File: src/rtl/ex_div_pkg.sv
// Shared definitions for the EX-stage iterative divider.
package ex_div_pkg;

  localparam int unsigned DivWidth  = 32;
  localparam int unsigned DivCntBus = $clog2(DivWidth) + 1;

  typedef enum logic [1:0] {
    DivIdle = 2'd0,
    DivCalc = 2'd1,
    DivDone = 2'd2
  } div_state_e;

endpackage

File: src/rtl/ex_div_step.sv
// One restoring-division iteration: shift in a dividend bit, trial-subtract the divisor.
module ex_div_step #(
  parameter int unsigned WIDTH = 32
) (
  input  logic [WIDTH-1:0] rem_in,
  input  logic             dvd_bit,
  input  logic [WIDTH-1:0] dvs,
  output logic [WIDTH-1:0] rem_out,
  output logic             quot_bit
);

  logic [WIDTH:0]   shifted;
  logic [WIDTH-1:0] diff;
  logic             borrow;

  always_comb begin
    shifted  = {rem_in, dvd_bit};
    borrow   = shifted < {1'b0, dvs};
    // On success the difference is below dvs, so the low WIDTH bits are exact.
    diff     = shifted[WIDTH-1:0] - dvs;
    quot_bit = ~borrow;
    rem_out  = borrow ? shifted[WIDTH-1:0] : diff;
  end

endmodule

File: src/rtl/ex_div_unit.sv
// Iterative DIV/DIVU/REM/REMU unit with pipeline stall request.
// Define EX_DIV_FASTPATH_EN to resolve divide-by-zero and signed overflow in one cycle.
module ex_div_unit
  import ex_div_pkg::*;
#(
  parameter int unsigned WIDTH = DivWidth
) (
  input  logic             clk,
  input  logic             rst,
  input  logic             flush,
  input  logic             div_start,
  input  logic             div_signed,
  input  logic             div_rem,
  input  logic [WIDTH-1:0] dividend,
  input  logic [WIDTH-1:0] divisor,
  output logic [WIDTH-1:0] result,
  output logic             ready,
  output logic             stallreq_ex
);

  localparam int unsigned CntW = $clog2(WIDTH) + 1;

  div_state_e state_q, state_d;

  logic [CntW-1:0]  cnt_q;
  logic [WIDTH-1:0] dvd_q, dvs_q, quot_q, rem_q, orig_q;
  logic [WIDTH-1:0] result_q, result_d;
  logic             rem_sel_q, dvd_neg_q, quot_neg_q, dvs_zero_q;

  logic             start;
  logic             dvd_neg, dvs_neg, dvs_zero_in;
  logic [WIDTH-1:0] dvd_abs, dvs_abs;
  logic [WIDTH-1:0] step_rem;
  logic             step_q;
  logic [WIDTH-1:0] quot_fin, quot_out, rem_out, calc_result;

  assign start       = div_start & ~flush;
  assign dvd_neg     = div_signed & dividend[WIDTH-1];
  assign dvs_neg     = div_signed & divisor[WIDTH-1];
  assign dvd_abs     = dvd_neg ? -dividend : dividend;
  assign dvs_abs     = dvs_neg ? -divisor : divisor;
  assign dvs_zero_in = (divisor == '0);

`ifdef EX_DIV_FASTPATH_EN
  logic             ovf_in;
  logic [WIDTH-1:0] special_result;

  assign ovf_in = div_signed & (dividend == {1'b1, {(WIDTH-1){1'b0}}}) & (divisor == '1);
  always_comb begin
    if (dvs_zero_in) begin
      special_result = div_rem ? dividend : '1;
    end else begin
      special_result = div_rem ? '0 : {1'b1, {(WIDTH-1){1'b0}}};
    end
  end
`endif

  ex_div_step #(
    .WIDTH(WIDTH)
  ) u_step (
    .rem_in  (rem_q),
    .dvd_bit (dvd_q[WIDTH-1]),
    .dvs     (dvs_q),
    .rem_out (step_rem),
    .quot_bit(step_q)
  );

  // Final result is formed from the last step so it can be registered on entry to DONE.
  always_comb begin
    quot_fin = {quot_q[WIDTH-2:0], step_q};
    if (dvs_zero_q) begin
      quot_out = '1;
      rem_out  = orig_q;
    end else begin
      quot_out = quot_neg_q ? -quot_fin : quot_fin;
      rem_out  = dvd_neg_q ? -step_rem : step_rem;
    end
    calc_result = rem_sel_q ? rem_out : quot_out;
  end

  always_comb begin
    state_d  = state_q;
    result_d = result_q;
    case (state_q)
      DivIdle: begin
        if (start) begin
          state_d = DivCalc;
`ifdef EX_DIV_FASTPATH_EN
          if (dvs_zero_in || ovf_in) begin
            state_d  = DivDone;
            result_d = special_result;
          end
`endif
        end
      end
      DivCalc: begin
        if (cnt_q == CntW'(WIDTH - 1)) begin
          state_d  = DivDone;
          result_d = calc_result;
        end
      end
      DivDone: state_d = DivIdle;
      default: state_d = DivIdle;
    endcase
    if (flush) begin
      state_d  = DivIdle;
      result_d = result_q;
    end
  end

  always_ff @(posedge clk) begin
    if (rst) begin
      state_q    <= DivIdle;
      result_q   <= '0;
      cnt_q      <= '0;
      dvd_q      <= '0;
      dvs_q      <= '0;
      quot_q     <= '0;
      rem_q      <= '0;
      orig_q     <= '0;
      rem_sel_q  <= 1'b0;
      dvd_neg_q  <= 1'b0;
      quot_neg_q <= 1'b0;
      dvs_zero_q <= 1'b0;
    end else begin
      state_q  <= state_d;
      result_q <= result_d;
      if (state_q == DivIdle && start) begin
        rem_sel_q  <= div_rem;
        orig_q     <= dividend;
        dvd_q      <= dvd_abs;
        dvs_q      <= dvs_abs;
        dvd_neg_q  <= dvd_neg;
        quot_neg_q <= dvd_neg ^ dvs_neg;
        dvs_zero_q <= dvs_zero_in;
        quot_q     <= '0;
        rem_q      <= '0;
        cnt_q      <= '0;
      end else if (state_q == DivCalc) begin
        rem_q  <= step_rem;
        quot_q <= quot_fin;
        dvd_q  <= {dvd_q[WIDTH-2:0], 1'b0};
        cnt_q  <= cnt_q + CntW'(1);
      end
    end
  end

  assign ready       = (state_q == DivDone) & ~flush;
  assign result      = result_q;
  assign stallreq_ex = div_start & ~ready;

endmodule

File: config.mk
export PLATFORM = sky130hd
export DESIGN_NAME = ex_div_unit
export DESIGN_NICKNAME = d
export VERILOG_FILES = /design/src/rtl/ex_div_pkg.sv /design/src/rtl/ex_div_step.sv /design/src/rtl/ex_div_unit.sv
export SDC_FILE = /design/constraint.sdc
export NUM_CORES = 1
export LEC_CHECK = 0
export ABC_AREA = 1
export CORE_ASPECT_RATIO = 0.75
export CORE_MARGIN = 2
export CORE_UTILIZATION = 30
export DETAILED_ROUTE_END_ITERATION = 8
export PLACE_DENSITY = 0.51
export SKIP_LAST_GASP = 1
export SYNTH_ARGS = -nofsm -noshare
export SYNTH_HDL_FRONTEND = slang
export SYNTH_SLANG_ARGS = --single-unit
File: constraint.sdc
create_clock -name clk -period 5.4 [get_ports clk]
set_input_delay 1.08 -clock clk [delete_from_list [all_inputs] [get_ports clk]]
set_output_delay 1.08 -clock clk [all_outputs]
set_load 0.02 [all_outputs]
* Word-level counts from Yosys, hierarchy flattened
Index checks and enable logic that the tools add are counted.
Word-level totals: register bits after elaboration 203, input bits 70, output and inout port bits 34
Cells by class: add/sub/neg operators 6, order comparisons 1, eq/ne operators 5, multiplexer cells 13, bitwise operators 9, reductions and logical operators 8
Operators by type and width (number):
- two-way mux 32 bit | 10
- negator 32 bit | 4
- < comparator 33 x 32 -> 1 bit | 1
- zero test 32 bit | 1
- subtractor 32 bit | 1
- adder 6 x 1 -> 6 bit, second input constant | 1
- == test 6 x 5 -> 1 bit, second input constant | 1
- bitwise AND 1 bit | 5
- two-way mux 2 bit | 2
- inequality test 2 bit, second input constant | 2
- case mux 2 bit (2 select lines) | 1
- OR reduction 2 bit | 2
- NOT 1 bit | 3
- AND reduction 3 bit | 1
- == test 2 x 1 -> 1 bit, second input constant | 1
- == test 2 bit, second input constant | 1
- zero test 2 bit | 1
- AND reduction 2 bit | 1
- nonzero test 2 bit | 1
- logical AND 1 bit | 1
- XOR 1 bit | 1

* Logic depth before layout (Yosys ltp)
Gate-level depths: netlist of the first run.
word-level depth 6, mapped depth 27, mapped depth without buffers 26

* By module
A second synthesis of the first run with hierarchy kept.
Second synthesis, totals: cell total of the unflattened synthesis 2526, area, all modules 15089.5 um2
Modules (own cells, without submodules):
- ex_div_unit | instances 1, cells each 1887, area each 11965.2 um2, seq. area each 4063.9 um2
- ex_div_step | instances 1, cells each 639, area each 3124.2 um2, seq. area each 0.0 um2

* Worst setup path before layout of the first run
Ideal clock, no wire load.
path kind flip-flop to flip-flop, from reg dvs_q[26], to reg result_q[28], in the netlist result[28], arrival 3.603 ns, slack 1.679 ns, stages on the path, launching flop included 24, path buffers 1, clock period less this slack 3.721 ns, cells stage by stage dfxtp_1 > inv_1 > ha_1 > a21oi_2 > nor2_1 > o21ai_1 > nand2_2 > nor2_8 > nand2_8 > inv_2 > buf_2 > ha_1 > nand3_1 > nor3_2 > nand3_1 > nor3_1 > nand3_1 > nor2_1 > nand3_1 > o21ai_1 > a21oi_1 > nand3b_1 > a21oi_1 > a21oi_2
Between the ends: word-level cells in the longest chain between the ends 6, elaborated cells on any way between the ends 11, those cells by class 3 x add/sub; 1 x order compare; 6 x mux; 1 x bitwise
RTL lines:
- start: declaration | line ex_div_unit.sv:26 | logic [WIDTH-1:0] dvd_q, dvs_q, quot_q, rem_q, orig_q;
- start signal: assignment | line ex_div_unit.sv:132 | dvs_q <= dvs_abs;
- subtractor 32 bit or < comparator 33 x 32 -> 1 bit (tied branches) | line ex_div_step.sv:20, ex_div_step.sv:18
- two-way mux 32 bit or NOT 1 bit (tied branches) | line ex_div_step.sv:22, ex_div_step.sv:21
- negator 32 bit, on equally long branches | line ex_div_unit.sv:76, ex_div_unit.sv:75
- two-way mux 32 bit, on equally long branches | line ex_div_unit.sv:76, ex_div_unit.sv:75
- two-way mux 32 bit | line ex_div_unit.sv:71 | if (dvs_zero_q) begin
- two-way mux 32 bit * | line ex_div_unit.sv:78 | calc_result = rem_sel_q ? rem_out : quot_out;
- end signal: assignment | line ex_div_unit.sv:127 | result_q <= result_d;
- end: declaration | line ex_div_unit.sv:27 | logic [WIDTH-1:0] result_q, result_d;
Every way passes the cells marked *; elsewhere a longest branch is shown, timed or not. A chain may end at the register's enable or synchronous reset.

* Final worst setup path of the first run
from reg rem_q[11], to reg result_q[28], in the netlist result[28]
Between the ends: word-level cells in the longest chain between the ends 6, elaborated cells on any way between the ends 11, those cells by class 3 x add/sub; 1 x order compare; 6 x mux; 1 x bitwise
RTL lines:
- start: declaration | line ex_div_unit.sv:26
- start signal: assignment | line ex_div_unit.sv:140 | rem_q <= step_rem;
- subtractor 32 bit or < comparator 33 x 32 -> 1 bit (tied branches) | line ex_div_step.sv:20, ex_div_step.sv:18
- two-way mux 32 bit or NOT 1 bit (tied branches) | line ex_div_step.sv:22, ex_div_step.sv:21
- negator 32 bit, on equally long branches | line ex_div_unit.sv:76, ex_div_unit.sv:75
- two-way mux 32 bit, on equally long branches | line ex_div_unit.sv:76, ex_div_unit.sv:75
- two-way mux 32 bit | line ex_div_unit.sv:71
- two-way mux 32 bit * | line ex_div_unit.sv:78
Marks and branches as above.

==> flow_metrics.env, run 1 <==
export IMPL_synth_largest_area_cell="dfxtp_1"
export IMPL_grt_use_met2=0.3188
export IMPL_cts_path_max_buffers=3
export IMPL_finalCritPeriodShare=0.8825
export IMPL_ctsRootBufferMaster="clkbuf_16"
export IMPL_nets=2517
export IMPL_fill_cells=5224
export IMPL_ys_ff_latch=203
export IMPL_start_kind="flip-flop"
export IMPL_grtUsageTotal=0.2212
export IMPL_die_area_sq_um=49430
export IMPL_grt_use_met3=0.05229
export IMPL_dr_pass1_iters=5
export IMPL_gp_congestion=0.9617
export IMPL_p_total_uw=5072
export IMPL_met1_usage=0.3270
export IMPL_fmax_ghz=0.2098
export IMPL_status="complete, no violations"
export IMPL_post_cts_resized=0
export IMPL_antenna_found_initial=2
export IMPL_ys_seq_area_frac=0.2843
export IMPL_syn_area_sq_um=14290
export IMPL_power_leakage_uw=0.007589
export IMPL_cts_setup_buffers=0
export IMPL_rsz0062_at_grt="no"
export IMPL_synth_top_area_share=0.2843
export IMPL_ys_top_cells_by_count="616 x nand2_1, 331 x inv_1, 217 x a21oi_1"
export IMPL_grt_pass1_wl_um=85320
export IMPL_die_w_um=256.1
export IMPL_drt_iter0_drc=1271
export IMPL_area_growth_pct=16.97
export IMPL_pin_count=104
export IMPL_synth_distinct_cells=54
export IMPL_tightest_slew_ns=0.9105
export IMPL_h_tree_depth=1
export IMPL_synth_nets=2468
export IMPL_min_path_type="flip-flop to flip-flop"
export IMPL_clock_latency_ns=0.55
export IMPL_tns_ns=0
export IMPL_setup_viol=0
export IMPL_top_usage_layer="met1"
export IMPL_critPathMaxFanout=54
export IMPL_avgViaCountPerCell=5.096
export IMPL_start_util=0.3027
export IMPL_drive_gt1_frac=0.05649
export IMPL_grt_start_max_net_pins=79
export IMPL_max_cap_viol_count=0
export IMPL_skew_ns=0.01830
export IMPL_drc=0
export IMPL_synth_flop_cell="dfxtp_1"
export IMPL_cts_tree="done"
export IMPL_synthCells=2360
export IMPL_cts_sinks=203
export IMPL_hold_worst_slack_ns=0.4512
export IMPL_layout_cells_non_filler=3065
export IMPL_die_y_um=193.0
export IMPL_grt_pass1_vias=14450
export IMPL_port_buffers=103
export IMPL_hold_viol=0
export IMPL_dp_hpwl_um=42890
export IMPL_syn_avg_cell_area_sq_um=6.057
export IMPL_relSlewSlack=0.3773
export IMPL_yosysWarnings=0
export IMPL_required_ns=5.84
export IMPL_postCtsHoldBufs=0
export IMPL_path_clk_slew_ns=0.06
export IMPL_postRouteWirelength_um=55700
export IMPL_synth_edf_count=0
export IMPL_cts_buffers=26
export IMPL_synth_most_common_cell="nand2_1"
export IMPL_antenna_left=0
export IMPL_arrival_ns=5.20
export IMPL_overflow=0
export IMPL_via_count=15620
export IMPL_ir_drop_v=0.0001673
export IMPL_synth_area_leaders="dfxtp_1 28%, nand2_1 16%, inv_1 8.7%"
export IMPL_dp_cells=3020
export IMPL_critical_path_class="flip-flop to flip-flop"
export IMPL_synth_async_reset_ratio=0
export IMPL_rows=69
export IMPL_powerDensity_nw_per_um2=303.3
export IMPL_critical_path_endpoint_type="flip-flop"
export IMPL_drv_slew=0
export IMPL_fin_crit_ns=4.765
export IMPL_core_sq_um=47220
export IMPL_wl_per_cell_um=18.17
[cell type report]
| type | instances | area, sq um | share of cell area |
|---|---|---|---|
| multi-input combinational | 1707 | 8521 | 0.5096 |
| sequential | 203 | 4064 | 0.2430 |
| inverter | 347 | 1303 | 0.07790 |
| timing repair buffer | 124 | 1189 | 0.07109 |
| tap | 639 | 799.5 | 0.04782 |
| clock buffer | 36 | 739.5 | 0.04422 |
| clock inverter | 8 | 103.9 | 0.006211 |
| antenna | 1 | 2.502 | 0.0001497 |
[stage by stage]
step                utilization  setup WS [ns]  cell area (sq um)
finish                   0.3541         0.6346              16720
global route             0.3540         0.1396              16720
CTS                      0.3540         0.6708              16720
detailed placement       0.3362         0.6883              15880
global placement         0.3362         0.8854              15880
floorplan                     -          1.679              14300
[per-layer routing]
metal  vias to the layer above  wire length, um
met5                         -              133
met4                         4             1348
met3                        75             4883
met2                       506            21840
met1                      7225            27500
li1                       7809                -
[registers in the layout (all words and copies together), names as in the netlist]
register / count
dvd_q: 32
dvs_q: 32
orig_q: 32
rem_q: 32
result: 32
quot_q: 31
cnt_q: 6
state_q: 2
dvd_neg_q: 1
dvs_zero_q: 1
quot_neg_q: 1
rem_sel_q: 1
[critical path, cell delays in order (launching register included)]
cell	delay (ns)
dfxtp_1	0.45
ha_1	0.34
nand2_1	0.17
inv_1	0.06
nand2_1	0.06
nand2_1	0.06
nand2_1	0.06
nand2_1	0.08
inv_2	0.07
nand2_2	0.07
nand2_4	0.22
nand2_8	0.29
inv_2	0.33
ha_1	0.24
nand3_1	0.15
nor3_2	0.17
nand3_1	0.14
nor3_1	0.35
nand3_1	0.16
nor2_1	0.25
nand3_1	0.14
o21ai_1	0.25
a21oi_1	0.09
nand3b_1	0.17
a21oi_1	0.19
a21oi_2	0.08
[power breakdown]
group	leakage, uW	switching [uW]	total, uW	internal (uW)
combinational	0.00554	1240	1720	487
clock	0.000399	722	1770	1050
sequential	0.00165	30.8	1580	1550
[logic make-up after synthesis]
group,synth area share
compound gates,0.2039
xor+xnor,0.02022
fa+ha+maj,0.03379
buf+inv,0.1204
flops,0.2843
simple gates,0.3374
[final timing paths]
check                                             from                 endpoint  slack (ns)  cells past startpoint
worst max-delay path            rem_q[11]$_SDFFE_PP0P_  result[28]$_SDFFE_PP0P_        0.63                     25
worst min-delay path            dvs_q[28]$_SDFFE_PP0P_   dvs_q[28]$_SDFFE_PP0P_        0.45                      2
worst max register to register  rem_q[11]$_SDFFE_PP0P_  result[28]$_SDFFE_PP0P_        0.63                     25
worst min register to register  dvs_q[28]$_SDFFE_PP0P_   dvs_q[28]$_SDFFE_PP0P_        0.45                      2
[cell usage in the layout, fill, tap and decap left out, types with 5 or more instances in the layout]
cell type / count
o31ai_1: 5
o21ai_0: 154
inv_2: 15
buf_4: 21
or2_2: 9
nand3b_1: 8
nor2_1: 189
a21oi_1: 217
nor3_2: 8
nand3_1: 168
clkbuf_16: 27
nor2_2: 13
o221ai_1: 7
nor3_1: 45
a31oi_1: 15
o32ai_1: 9
o21ai_2: 5
o22ai_1: 23
clkdlybuf4s50_1: 103
o211ai_1: 41
nand2_1: 615
o21ai_1: 18
xor2_1: 25
nand4_1: 23
dfxtp_1: 203
xnor2_1: 8
clkbuf_1: 6
inv_1: 330
ha_1: 37
nand2_2: 14
nor4_1: 11
o21bai_1: 5
Power figures use the tool's default switching activity.
==> run 2: changes to the inputs <==
CAP_MARGIN = 20   (was default)
CORE_MARGIN = default   (was 2)
==> run 2 against run 1 <==
Net effect: critical path depth unchanged; critical endpoint unchanged; worst hold slack gained 0.0076 ns; global-route usage grew 1.2 points; power shrank 1.4%; worst setup slack improved by 0.36 ns; combinational power about the same; sequential power barely moved; wire length increased by 1.5%; largest power group is now combinational logic; sequential share of layout area up 0.088 points.
==> flow_metrics.env, run 2 (synthesized netlist as in run 1, its figures left out) <==
export IMPL_p_sw_uw=1991
export IMPL_tns_ns=0
export IMPL_critical_path_slowest_cell="dfxtp_1"
export IMPL_skew_ns=0.02033
export IMPL_fin_crit_ns=4.407
export IMPL_dr_pass1_iters=5
export IMPL_max_cap_viol_count=0
export IMPL_status="complete, no violations"
export IMPL_ctsRootBufferMaster="clkbuf_16"
export IMPL_path_clk_slew_ns=0.06
export IMPL_port_buffers=103
export IMPL_area_growth_pct=16.55
export IMPL_cts_tree="done"
export IMPL_drive_gt1_frac=0.05732
export IMPL_power_leakage_uw=0.007574
export IMPL_grt_pass1_vias=14440
export IMPL_cts_buffers=24
export IMPL_p_total_uw=5002
export IMPL_critPathMaxFanout=18
export IMPL_drc=0
export IMPL_ir_drop_v=0.0001995
export IMPL_grtUsageTotal=0.2329
export IMPL_postCtsHoldBufs=0
export IMPL_min_path_type="flip-flop to flip-flop"
export IMPL_post_cts_resized=0
export IMPL_cts_setup_buffers=0
export IMPL_grt_pass1_wl_um=86660
export IMPL_drv_slew=0
export IMPL_final_common_cell="nand2_1"
export IMPL_mostFrequentLayoutCells="615 x nand2_1, 330 x inv_1, 217 x a21oi_1, 203 x dfxtp_1, 189 x nor2_1"
export IMPL_sw_frac_of_total=0.3980
export IMPL_pin_count=104
export IMPL_tightest_slew_ns=0.9712
export IMPL_setup_viol=0
export IMPL_required_ns=5.84
export IMPL_postRouteWirelength_um=56540
export IMPL_antenna_cells=0
export IMPL_clockPowerShare=0.338
export IMPL_critical_path_endpoint_type="flip-flop"
export IMPL_h_tree_depth=1
export IMPL_cp_slowest_stage_delay_ns=0.42
export IMPL_die_y_um=191.0
export IMPL_relSlewSlack=0.3507
export IMPL_core_sq_um=46540
export IMPL_drt_iter0_drc=1349
export IMPL_overflow=0
export IMPL_clock_latency_ns=0.55
export IMPL_start_util=0.3072
export IMPL_wl_per_cell_um=18.51
export IMPL_die_area_sq_um=48540
export IMPL_pwr_share_seq=0.316
export IMPL_cp_num_buf_inv=3
export IMPL_cp_common_cell="nand2_1"
export IMPL_finalCritPeriodShare=0.8161
export IMPL_hold_viol=0
export IMPL_critical_path_top_delay_family="simple AND/OR/NAND/NOR gates"
export IMPL_rows=68
export IMPL_antenna_left=0
export IMPL_arrival_ns=4.85
export IMPL_p_comb_frac=0.345
export IMPL_antenna_found_initial=2
export IMPL_fmax_ghz=0.2269
export IMPL_die_w_um=254.1
export IMPL_critical_path_class="flip-flop to flip-flop"
export IMPL_intPower_uw=3011
export IMPL_grt_start_max_net_pins=79
export IMPL_cts_sinks=203
export IMPL_cts_path_max_buffers=3
export IMPL_dp_hpwl_um=43100
export IMPL_avgViaCountPerCell=5.118
export IMPL_gp_congestion=0.9652
export IMPL_rsz0062_at_grt="no"
export IMPL_start_kind="flip-flop"
export IMPL_powerDensity_nw_per_um2=300.2
export IMPL_via_count=15640
export IMPL_nets=2515
-- run 2: cell count changes in the layout (fill, tap and decap cells not counted) --
cell	before	now
clkinv_2	1	6
clkbuf_1	6	4
clkbuf_16	27	25
clkbuf_8	3	2
clkinv_4	0	1
diode_2	1	0
inv_6	1	0
-- run 2: final cells by class --
type	instances	area, sq um
clock buffer	31	668.1
clock inverter	13	128.9
fill	5120	29880
inverter	347	1303
multi-input combinational	1707	8521
sequential	203	4064
tap	630	788.3
timing repair buffer	124	1189
-- run 2: metal layers --
layer / vias up / share of wire / global-route usage
met2: 509 / 0.39 / 0.3235
met1: 7261 / 0.52 / 0.3631
met4: 0 / 0.019 / 0.04680
li1: 7814 / - / -
met3: 53 / 0.074 / 0.04316
met5: - / 0 / 0
-- run 2: worst register-to-register path, stage by stage, from the launching register on --
cell and delay [ns]:
dfxtp_1 0.42, ha_1 0.33, nand2_1 0.18, inv_1 0.06
nand2_1 0.07, nand2_1 0.09, nand2_1 0.07, nand2_1 0.07
inv_2 0.06, nand2_2 0.07, nand2_4 0.22, nand2_8 0.07
inv_2 0.21, ha_1 0.24, nand3_1 0.14, nor3_2 0.18
nand3_1 0.15, nor3_1 0.33, nand3_1 0.16, nor2_1 0.25
nand3_1 0.14, o21ai_1 0.25, a21oi_1 0.09, nand3b_1 0.17
a21oi_1 0.19, a21oi_2 0.09
-- run 2: power by group through the flow --
stage	sequential [uW]	combinational, uW	clock (uW)
after CTS	1580	1700	1730
final	1580	1730	1690
after global placement	1610	1700	0
after global routing	1590	1910	1780
after floorplan	1600	1170	0
after detailed placement	1610	1700	0
-- run 2: worst paths after layout --
path / start / slack (ns) / to / depth (start not counted)
max reg2reg: rem_q[10]$_SDFFE_PP0P_ / 0.99 / result[28]$_SDFFE_PP0P_ / 25
min reg2reg: orig_q[5]$_SDFFE_PP0P_ / 0.46 / orig_q[5]$_SDFFE_PP0P_ / 2
min: orig_q[5]$_SDFFE_PP0P_ / 0.46 / orig_q[5]$_SDFFE_PP0P_ / 2
max: rem_q[10]$_SDFFE_PP0P_ / 0.99 / result[28]$_SDFFE_PP0P_ / 25
-- run 2: metrics by stage --
step / util / hold slack, ns / worst slack [ns] / std cells / instance area [sq um]
floorplan: - / 0.4222 / 1.679 / 2360 / 14300
global placement: 0.3409 / 0.4459 / 1.149 / 3011 / 15860
detailed placement: 0.3409 / 0.4492 / 1.062 / 3011 / 15860
CTS: 0.3580 / 0.4635 / 1.057 / 3055 / 16660
global route: 0.3580 / 0.4828 / 0.5361 / 3055 / 16660
finish: 0.3580 / 0.4589 / 0.9933 / 3055 / 16660
